File: src/rtl/icache_mem_port.sv
// Memory-controller responder for icache block misses: queues and de-duplicates
// block requests, keeps one main-memory read in flight, returns each block as a pulse.
module icache_mem_port #(
    parameter int BLOCK_ADDR_WIDTH = 29,
    parameter int BLOCK_DATA_WIDTH = 64,
    parameter int QDEPTH           = 2
) (
    input  logic                        clk,
    input  logic                        rst_aL,
    input  logic                        icache_req_valid,
    input  logic [BLOCK_ADDR_WIDTH-1:0] icache_req_block_addr,
    output logic                        icache_req_ready,
    output logic                        icache_resp_valid,
    output logic [BLOCK_ADDR_WIDTH-1:0] icache_resp_block_addr,
    output logic [BLOCK_DATA_WIDTH-1:0] icache_resp_block_data,
    input  logic                        flush,
    output logic                        mem_req_valid,
    output logic [BLOCK_ADDR_WIDTH-1:0] mem_req_block_addr,
    input  logic                        mem_req_ready,
    input  logic                        mem_resp_valid,
    input  logic [BLOCK_DATA_WIDTH-1:0] mem_resp_block_data,
    output logic [7:0]                  coalesce_cnt
);
    localparam int PW = (QDEPTH > 1) ? $clog2(QDEPTH) : 1;
    localparam int CW = PW + 1;

    typedef enum logic [2:0] {IDLE, ISSUE, WAIT, DRAIN, RESP} state_t;

    state_t                        state_reg, state_next;
    logic [BLOCK_ADDR_WIDTH-1:0]   q_addr_reg [QDEPTH];
    logic [QDEPTH-1:0]             q_valid_reg;
    logic [PW-1:0]                 head_reg, tail_reg;
    logic [CW-1:0]                 count_reg;
    logic [BLOCK_ADDR_WIDTH-1:0]   svc_addr_reg, svc_addr_next;
    logic                          mem_req_valid_reg;
    logic                          resp_valid_reg;
    logic [BLOCK_ADDR_WIDTH-1:0]   resp_addr_reg;
    logic [BLOCK_DATA_WIDTH-1:0]   resp_data_reg;
    logic [7:0]                    coalesce_cnt_reg;

    logic [QDEPTH-1:0] hit;
    logic              full, empty, accept, svc_hit, dup, push, coalesce, pop, capture;

    assign full             = (count_reg == CW'(QDEPTH));
    assign empty            = (count_reg == '0);
    assign icache_req_ready = !full && !flush;

    // Duplicate detection against every live queue entry in parallel.
    genvar gi;
    generate
        for (gi = 0; gi < QDEPTH; gi++) begin : g_match
            assign hit[gi] = q_valid_reg[gi] && (q_addr_reg[gi] == icache_req_block_addr);
        end
    endgenerate

    assign svc_hit  = ((state_reg == ISSUE) || (state_reg == WAIT)) &&
                      (svc_addr_reg == icache_req_block_addr);
    assign accept   = icache_req_valid && icache_req_ready;
    assign dup      = svc_hit || (|hit);
    assign push     = accept && !dup;
    assign coalesce = accept && dup;

    always_comb begin
        state_next    = state_reg;
        svc_addr_next = svc_addr_reg;
        pop           = 1'b0;
        capture       = 1'b0;
        case (state_reg)
            IDLE: begin
                // A request accepted on this edge into an empty queue issues next cycle.
                if (!flush && !empty) begin
                    state_next    = ISSUE;
                    svc_addr_next = q_addr_reg[head_reg];
                end else if (push) begin
                    state_next    = ISSUE;
                    svc_addr_next = icache_req_block_addr;
                end
            end
            ISSUE: begin
                // Once memory has taken the read, a flush must wait out its response.
                if (mem_req_ready)
                    state_next = flush ? DRAIN : WAIT;
                else if (flush)
                    state_next = IDLE;
            end
            WAIT: begin
                if (mem_resp_valid) begin
                    if (flush) begin
                        state_next = IDLE;
                    end else begin
                        state_next = RESP;
                        pop        = 1'b1;
                        capture    = 1'b1;
                    end
                end else if (flush) begin
                    state_next = DRAIN;
                end
            end
            RESP: begin
                if (flush) begin
                    state_next = IDLE;
                end else if (!empty) begin
                    state_next    = ISSUE;
                    svc_addr_next = q_addr_reg[head_reg];
                end else if (push) begin
                    state_next    = ISSUE;
                    svc_addr_next = icache_req_block_addr;
                end
            end
            DRAIN: begin
                if (mem_resp_valid)
                    state_next = IDLE;
            end
            default: state_next = IDLE;
        endcase
    end

    always_ff @(posedge clk) begin
        if (!rst_aL) begin
            state_reg         <= IDLE;
            head_reg          <= '0;
            tail_reg          <= '0;
            count_reg         <= '0;
            q_valid_reg       <= '0;
            svc_addr_reg      <= '0;
            mem_req_valid_reg <= 1'b0;
            resp_valid_reg    <= 1'b0;
            resp_addr_reg     <= '0;
            resp_data_reg     <= '0;
            coalesce_cnt_reg  <= '0;
        end else begin
            state_reg         <= state_next;
            svc_addr_reg      <= svc_addr_next;
            mem_req_valid_reg <= (state_next == ISSUE);
            resp_valid_reg    <= capture;
            if (capture) begin
                resp_addr_reg <= svc_addr_reg;
                resp_data_reg <= mem_resp_block_data;
            end
            if (flush) begin
                head_reg    <= '0;
                tail_reg    <= '0;
                count_reg   <= '0;
                q_valid_reg <= '0;
            end else begin
                if (push) begin
                    q_valid_reg[tail_reg] <= 1'b1;
                    tail_reg              <= tail_reg + PW'(1);
                end
                if (pop) begin
                    q_valid_reg[head_reg] <= 1'b0;
                    head_reg              <= head_reg + PW'(1);
                end
                count_reg <= count_reg + CW'(push) - CW'(pop);
            end
            if (coalesce && (coalesce_cnt_reg != 8'hFF))
                coalesce_cnt_reg <= coalesce_cnt_reg + 8'd1;
        end
    end

    // Queue payload needs no reset; liveness is tracked by q_valid_reg.
    always_ff @(posedge clk) begin
        if (push)
            q_addr_reg[tail_reg] <= icache_req_block_addr;
    end

    assign mem_req_valid          = mem_req_valid_reg;
    assign mem_req_block_addr     = svc_addr_reg;
    assign icache_resp_valid      = resp_valid_reg;
    assign icache_resp_block_addr = resp_addr_reg;
    assign icache_resp_block_data = resp_data_reg;
    assign coalesce_cnt           = coalesce_cnt_reg;
endmodule
File: config.mk
export PLATFORM = sky130hd
export DESIGN_NAME = icache_mem_port
export DESIGN_NICKNAME = d
export VERILOG_FILES = /design/src/rtl/icache_mem_port.sv
export SDC_FILE = /design/constraint.sdc
export NUM_CORES = 1
export LEC_CHECK = 0
export ABC_AREA = 1
export CAP_MARGIN = 20
export CORE_MARGIN = 3
export CORE_UTILIZATION = 30
export DETAILED_ROUTE_END_ITERATION = 10
export GPL_TIMING_DRIVEN = 0
export HOLD_SLACK_MARGIN = 0.08
export PLACE_DENSITY = 0.51
export SLEW_MARGIN = 10
export SYNTH_ARGS = -nofsm -noshare
export SYNTH_HDL_FRONTEND = slang
export SYNTH_SLANG_ARGS = --single-unit
File: constraint.sdc
create_clock -name clk -period 7.1 [get_ports clk]
set_input_delay 1.065 -clock clk [delete_from_list [all_inputs] [get_ports clk]]
set_output_delay 1.065 -clock clk [all_outputs]
set_load 0.02 [all_outputs]
==> results of run 1 <==
[area by class of cell]
class,instances,area (sq um),area share (%)
multi-input cells,1038,4630,33.8
flip-flops and latches,200,4580,33.5
plain buffers,75,330,2.41
clock buffers,19,453,3.31
inverters,186,698,5.10
well taps,442,553,4.04
clock inverters,12,87.6,0.640
repair buffers,232,2360,17.2
[cells in the mapped netlist, types with 4 or more instances]
cell      count
dfxtp_1     142
nand2_1     385
o21a_1        5
o21ai_0     149
nor2_1      244
xnor2_1       8
edfxtp_1     58
xor2_1        6
nand3_1     100
a21oi_1      66
nand4_1      40
buf_2        11
clkbuf_1     54
inv_1       158
o21ai_1       6
a31oi_1       4
inv_2        27
[stage by stage]
stage,total power [mW],hold WS [ns],std cells,cell area [sq um]
after detailed placement,1.92,0.482,2173,13200
final,2.84,0.485,2204,13700
after CTS,2.87,0.492,2204,13700
after global routing,2.98,0.517,2204,13700
after floorplan,1.62,0.441,1499,10200
after global placement,1.91,0.468,2171,13100
[kinds of logic (layout without fill, tap and decap cells)]
group                      count (synthesis)  in the layout  share of synthesized area, %
muxes                                      1              1                        0.0979
and+or+nand+nor                          784            784                          31.6
buffers and inverters                    261            524                          10.1
adders and majority gates                  3              3                         0.367
xor gates and xnor gates                  14             14                          1.20
AOI/OAI and AO/OA                        236            236                          11.8
DFF                                      200            200                          44.8
[worst max-delay path: stages]
cell and delay (ns):
clkdlybuf4s50_1 0.49, inv_1 0.07, nor3_1 0.35, clkbuf_1 0.64
clkbuf_1 0.62, ha_1 0.35, inv_1 0.05, ha_1 0.14
xnor2_1 0.08, or2_2 0.28, a21oi_1 0.12
[power groups by stage]
stage | logic [mW] | clock network, mW | registers [mW]
2_1_floorplan | 0.275 | 0 | 1.35
3_3_place_gp | 0.594 | 0 | 1.32
3_5_place_dp | 0.600 | 0 | 1.32
4_1_cts | 0.603 | 0.976 | 1.29
5_1_grt | 0.666 | 1.02 | 1.30
6_report | 0.605 | 0.946 | 1.29
[worst min path at each step]
| stage | to | depth (start not counted) |
|---|---|---|
| after floorplan | q_valid_reg[1]$_SDFF_PP0_ | 2 |
| after global placement | tail_reg$_SDFFE_PP0N_ | 2 |
| after detailed placement | coalesce_cnt[5]$_SDFFE_PN0P_ | 2 |
| after CTS | coalesce_cnt[5]$_SDFFE_PN0P_ | 2 |
| after global routing | coalesce_cnt[5]$_SDFFE_PN0P_ | 2 |
| final | coalesce_cnt[5]$_SDFFE_PN0P_ | 2 |
[routing by layer]
metal / part of all wire [%] / track usage, % / wire (um)
met1: 43 / 27.7 / 17200
met2: 45 / 35.9 / 18200
met3: 9.5 / 7.02 / 3800
met4: 2.2 / 7.00 / 873
met5: 0.032 / 0 / 13
==> impl_metrics.json, run 1 <==
{
  "outcome": "finished, final reports clean",
  "hold_class": "flip-flop to flip-flop",
  "regToRegSetupSlack_ns": 3.79,
  "fillCellCount": 3488,
  "grt_pass1_vias": 10500,
  "rr_worst_depth": 12,
  "yosysTopAreaCellShare_pct": 27.8,
  "setup.worst_path.start_class": "primary input",
  "portBuffers": 230,
  "setup_viol": 0,
  "dr.pass1.iters": 6,
  "synth_ff_type": "dfxtp_1",
  "p_per_area_nw_per_um2": 207,
  "cts_sinks": 200,
  "die_height_um": 191,
  "clk_pin_slew_ns": 0.07,
  "p_leak_nw": 6.21,
  "cp.required_ns": 7.49,
  "worstSetupEndpointType": "flip-flop",
  "r2r_end": "count_reg[1]$_SDFF_PP0_",
  "cts_inserted_buffers": 17,
  "min_period_ns": 3.89,
  "synth_nets": 1601,
  "ys_async_sr_fraction_pct": 0,
  "final_common_cell": "nand2_1",
  "yosysWarnings": 0,
  "wl_um": 40100,
  "skew_ns": 0.0115,
  "drive_gt1_share_pct": 5.16,
  "worst_slack_ns": 3.21,
  "largest_reg_flops": 64,
  "netlist_area_sq_um": 10200,
  "routabilityCongestion": 0.876,
  "critical_path_class": "primary input to flip-flop",
  "drc_errors": 0,
  "slew_violations": 0,
  "grt-ovfl-total": 0,
  "finalHoldViolations": 0,
  "syn2layout_area_growth_pct": 33.9,
  "worstSetupEndpoint": "count_reg[1]$_SDFF_PP0_",
  "power.switching_uw": 899,
  "setup_tns_ns": 0,
  "peakVddDrop_uv": 190,
  "critical_path.startpoint": "mem_resp_valid",
  "postCtsHoldBufs": 0,
  "final_antenna_net_count": 0,
  "rows": 66,
  "p_clk_share_pct": 33.3,
  "vias": 10600,
  "drt_iter0_markers": 812,
  "coreArea_sq_um": 33000,
  "pre_cts_slack_ns": 2.75,
  "antenna_found_initial": 1,
  "cts-htree-levels": 4,
  "synth_cell_types": 37,
  "ys_ff_latch": 200,
  "hp-start": "coalesce_cnt[5]$_SDFFE_PN0P_",
  "die-area_sq_um": 36400,
  "p_comb_share_pct": 21.3,
  "synth.largest_area_cell": "dfxtp_1",
  "postCtsSetupBuffers": 0,
  "post-route-util_pct": 41.5,
  "clock_latency_ns": 0.45,
  "nets": 1852,
  "grt_max_degree": 18,
  "timing.rr.start": "state_reg[1]$_SDFF_PN0_",
  "crit_fanout": 10,
  "cp.arrival_ns": 4.27,
  "synth_edf_count": 58,
  "track_usage_pct": 22.0,
  "rsz0062_at_grt": "false",
  "period_share_pct": 54.8,
  "worst_pin_slew_ns": 0.829,
  "cts_tree": "done",
  "synth_area_leaders": "dfxtp_1, edfxtp_1, nand2_1",
  "ios": 232,
  "die_w_um": 191,
  "cts_buffer_depth": 2,
  "final_cell_mix": "nand2_1, nor2_1, clkdlybuf4s50_1",
  "ctsResizeCount": 0,
  "synth_cells": 1499,
  "syn_avg_cell_area_sq_um": 6.82,
  "diodes": 0,
  "vias_per_cell": 4.80,
  "pwr-share-seq_pct": 45.4,
  "internal-power_mw": 1.94,
  "fmaxAchievable_mhz": 257,
  "yosysSeqAreaShare_pct": 44.8,
  "cts_root_buf": "clkbuf_16",
  "switching_share_pct": 31.6,
  "dpl.hpwl_um": 29500,
  "timing.slew.headroom_pct": 44.7,
  "grt_pass1_wl_um": 60900,
  "routedWlPerCell_um": 18.2,
  "cap_violations": 0,
  "start_util_pct": 31.0
}
No activity file was read; power rests on OpenSTA's default activity.
==> inputs of run 2 (changes only) <==
- PLACE_DENSITY: 0.51 -> 0.53
- clock period: 7.1 -> 3.3 ns (I/O delays scaled with it)
==> run 2 against run 1 <==
  * Register-to-register slack worse by 3.3 ns
  * Largest power group unchanged
  * Via count increased by 1.8%
  * Clock skew up 0.0036 ns
  * Sequential power increased by 110%
==> impl_metrics.json, run 2 (same netlist as run 1, synthesis figures left out) <==
{
  "outcome": "finished, final reports clean",
  "cts_inserted_buffers": 17,
  "wl_um": 39400,
  "cp.required_ns": 3.69,
  "cts_tree": "done",
  "final_antenna_net_count": 0,
  "rows": 66,
  "portBuffers": 230,
  "die_height_um": 191,
  "grt-ovfl-total": 0,
  "routabilityCongestion": 0.887,
  "rr_worst_depth": 17,
  "cap_violations": 0,
  "worstSetupEndpointType": "flip-flop",
  "place_area_sq_um": 13100,
  "setup.worst_path.start_class": "primary input",
  "timing.rr.start": "mem_req_block_addr[2]$_SDFFE_PN0P_",
  "timing.slew.headroom_pct": 42.3,
  "coreArea_sq_um": 33000,
  "p_per_area_nw_per_um2": 450,
  "final_cell_mix": "nand2_1, nor2_1, clkdlybuf4s50_1",
  "largest_reg_flops": 64,
  "hold_depth": 2,
  "period_share_pct": 94.4,
  "drt_iter0_markers": 909,
  "cts_buffer_depth": 2,
  "routedWlPerCell_um": 17.9,
  "syn2layout_area_growth_pct": 34.2,
  "slew_violations": 0,
  "die_w_um": 191,
  "crit_top_cell": "nand2_1",
  "p_leak_nw": 6.23,
  "vias_per_cell": 4.89,
  "crit_family": "simple AND/OR/NAND/NOR gates",
  "nets": 1851,
  "cts_sinks": 200,
  "setup_viol": 0,
  "final_common_cell": "nand2_1",
  "diodes": 0,
  "peakVddDrop_uv": 372,
  "cp.arrival_ns": 3.50,
  "grt_pass1_wl_um": 59800,
  "cpPeakStageDelay_ns": 0.69,
  "dr.pass1.iters": 6,
  "crit_buf_inv": 4,
  "hold_class": "flip-flop to flip-flop",
  "vias": 10800,
  "track_usage_pct": 21.5,
  "critical_path.startpoint": "icache_req_block_addr[9]",
  "dpl.hpwl_um": 28900,
  "worst_pin_slew_ns": 0.865,
  "die-area_sq_um": 36400,
  "clock_latency_ns": 0.45,
  "drive_gt1_share_pct": 5.17,
  "cts_root_buf": "clkbuf_16",
  "regToRegSetupSlack_ns": 0.52,
  "final_area_sq_um": 13700,
  "finalHoldViolations": 0,
  "start_util_pct": 31.0,
  "antenna_found_initial": 1,
  "post-route-util_pct": 41.5,
  "ios": 232,
  "min_period_ns": 3.11,
  "crit_path_cell_trace": "clkdlybuf4s50_1 > inv_1 > nand2_1 > nand2_1 > nor2_1 > nand2_1 > nor2_1 > nand2_1 > nor2_2 > nor2_4 > nand3_4 > buf_4 > ha_1 > inv_1 > ha_1 > xnor2_1 > or2_2 > a21oi_1",
  "critical_path_class": "primary input to flip-flop",
  "postCtsSetupBuffers": 0,
  "grt_max_degree": 22,
  "fmaxAchievable_mhz": 321,
  "crit_cells": 18,
  "crit_fanout": 10,
  "slowest_stage": "clkdlybuf4s50_1",
  "clk_pin_slew_ns": 0.07,
  "grt_pass1_vias": 10400,
  "hp-start": "q_valid_reg[1]$_SDFF_PP0_",
  "rsz0062_at_grt": "false",
  "drc_errors": 0,
  "skew_ns": 0.0151,
  "postCtsHoldBufs": 0,
  "cts-htree-levels": 4
}
## run 2: path summary, 6_finish.rpt
| path | endpoint |
|---|---|
| worst min register to register | q_valid_reg[1]$_SDFF_PP0_ |
| worst max register to register | count_reg[1]$_SDFF_PP0_ |
| worst max-delay path | count_reg[1]$_SDFF_PP0_ |
| worst min-delay path | q_valid_reg[1]$_SDFF_PP0_ |
## run 2: stage by stage
step / hold WS [ns] / TNS, ns / cells / total power [mW] / worst slack, ns
after floorplan: 0.441 / 0 / 1499 / 3.49 / 0.0484
after global routing: 0.502 / 0 / 2203 / 6.50 / 0.00301
after CTS: 0.469 / 0 / 2204 / 6.24 / 0.185
after global placement: 0.459 / -113.80 / 2171 / 4.09 / -1.93
final: 0.480 / 0 / 2203 / 6.18 / 0.185
after detailed placement: 0.468 / -5.20 / 2173 / 4.11 / -0.594
## run 2: area by class of cell
| cell class | count | area [sq um] |
|---|---|---|
| inverter | 186 | 698 |
| clock inverter | 10 | 109 |
| multi-input combinational | 1038 | 4630 |
| tap | 442 | 553 |
| sequential | 200 | 4580 |
| clock buffer | 21 | 470 |
| fill | 3508 | 19300 |
| timing repair buffer | 232 | 2350 |
| buffer | 74 | 328 |
## run 2: worst min-delay path, delay by kind of cell (launching register included)
| kind | cells | cell delay [ns] |
|---|---|---|
| simple gates | 2 | 0.12 |
| flops | 1 | 0.33 |
## run 2: repair_timing
item / 4_1_cts / 5_1_grt
gates cloned: 0 / 0
setup endpoints to repair: 1 / 1
resized for setup: 1 / 0
## run 2: where the power goes
part / internal [mW] / switching, mW
Sequential: 2.65 / 0.126
Clock: 1.12 / 0.998
Combinational: 0.516 / 0.777
## run 2: routing by layer
metal / vias to the layer above / wire (um) / track usage, % / share of wire, %
met5: - / 9 / 0 / 0.023
met1: 4947 / 16300 / 26.7 / 41
li1: 5286 / - / - / -
met3: 43 / 4530 / 8.71 / 11
met2: 486 / 18100 / 35.0 / 46
met4: 2 / 518 / 5.11 / 1.3
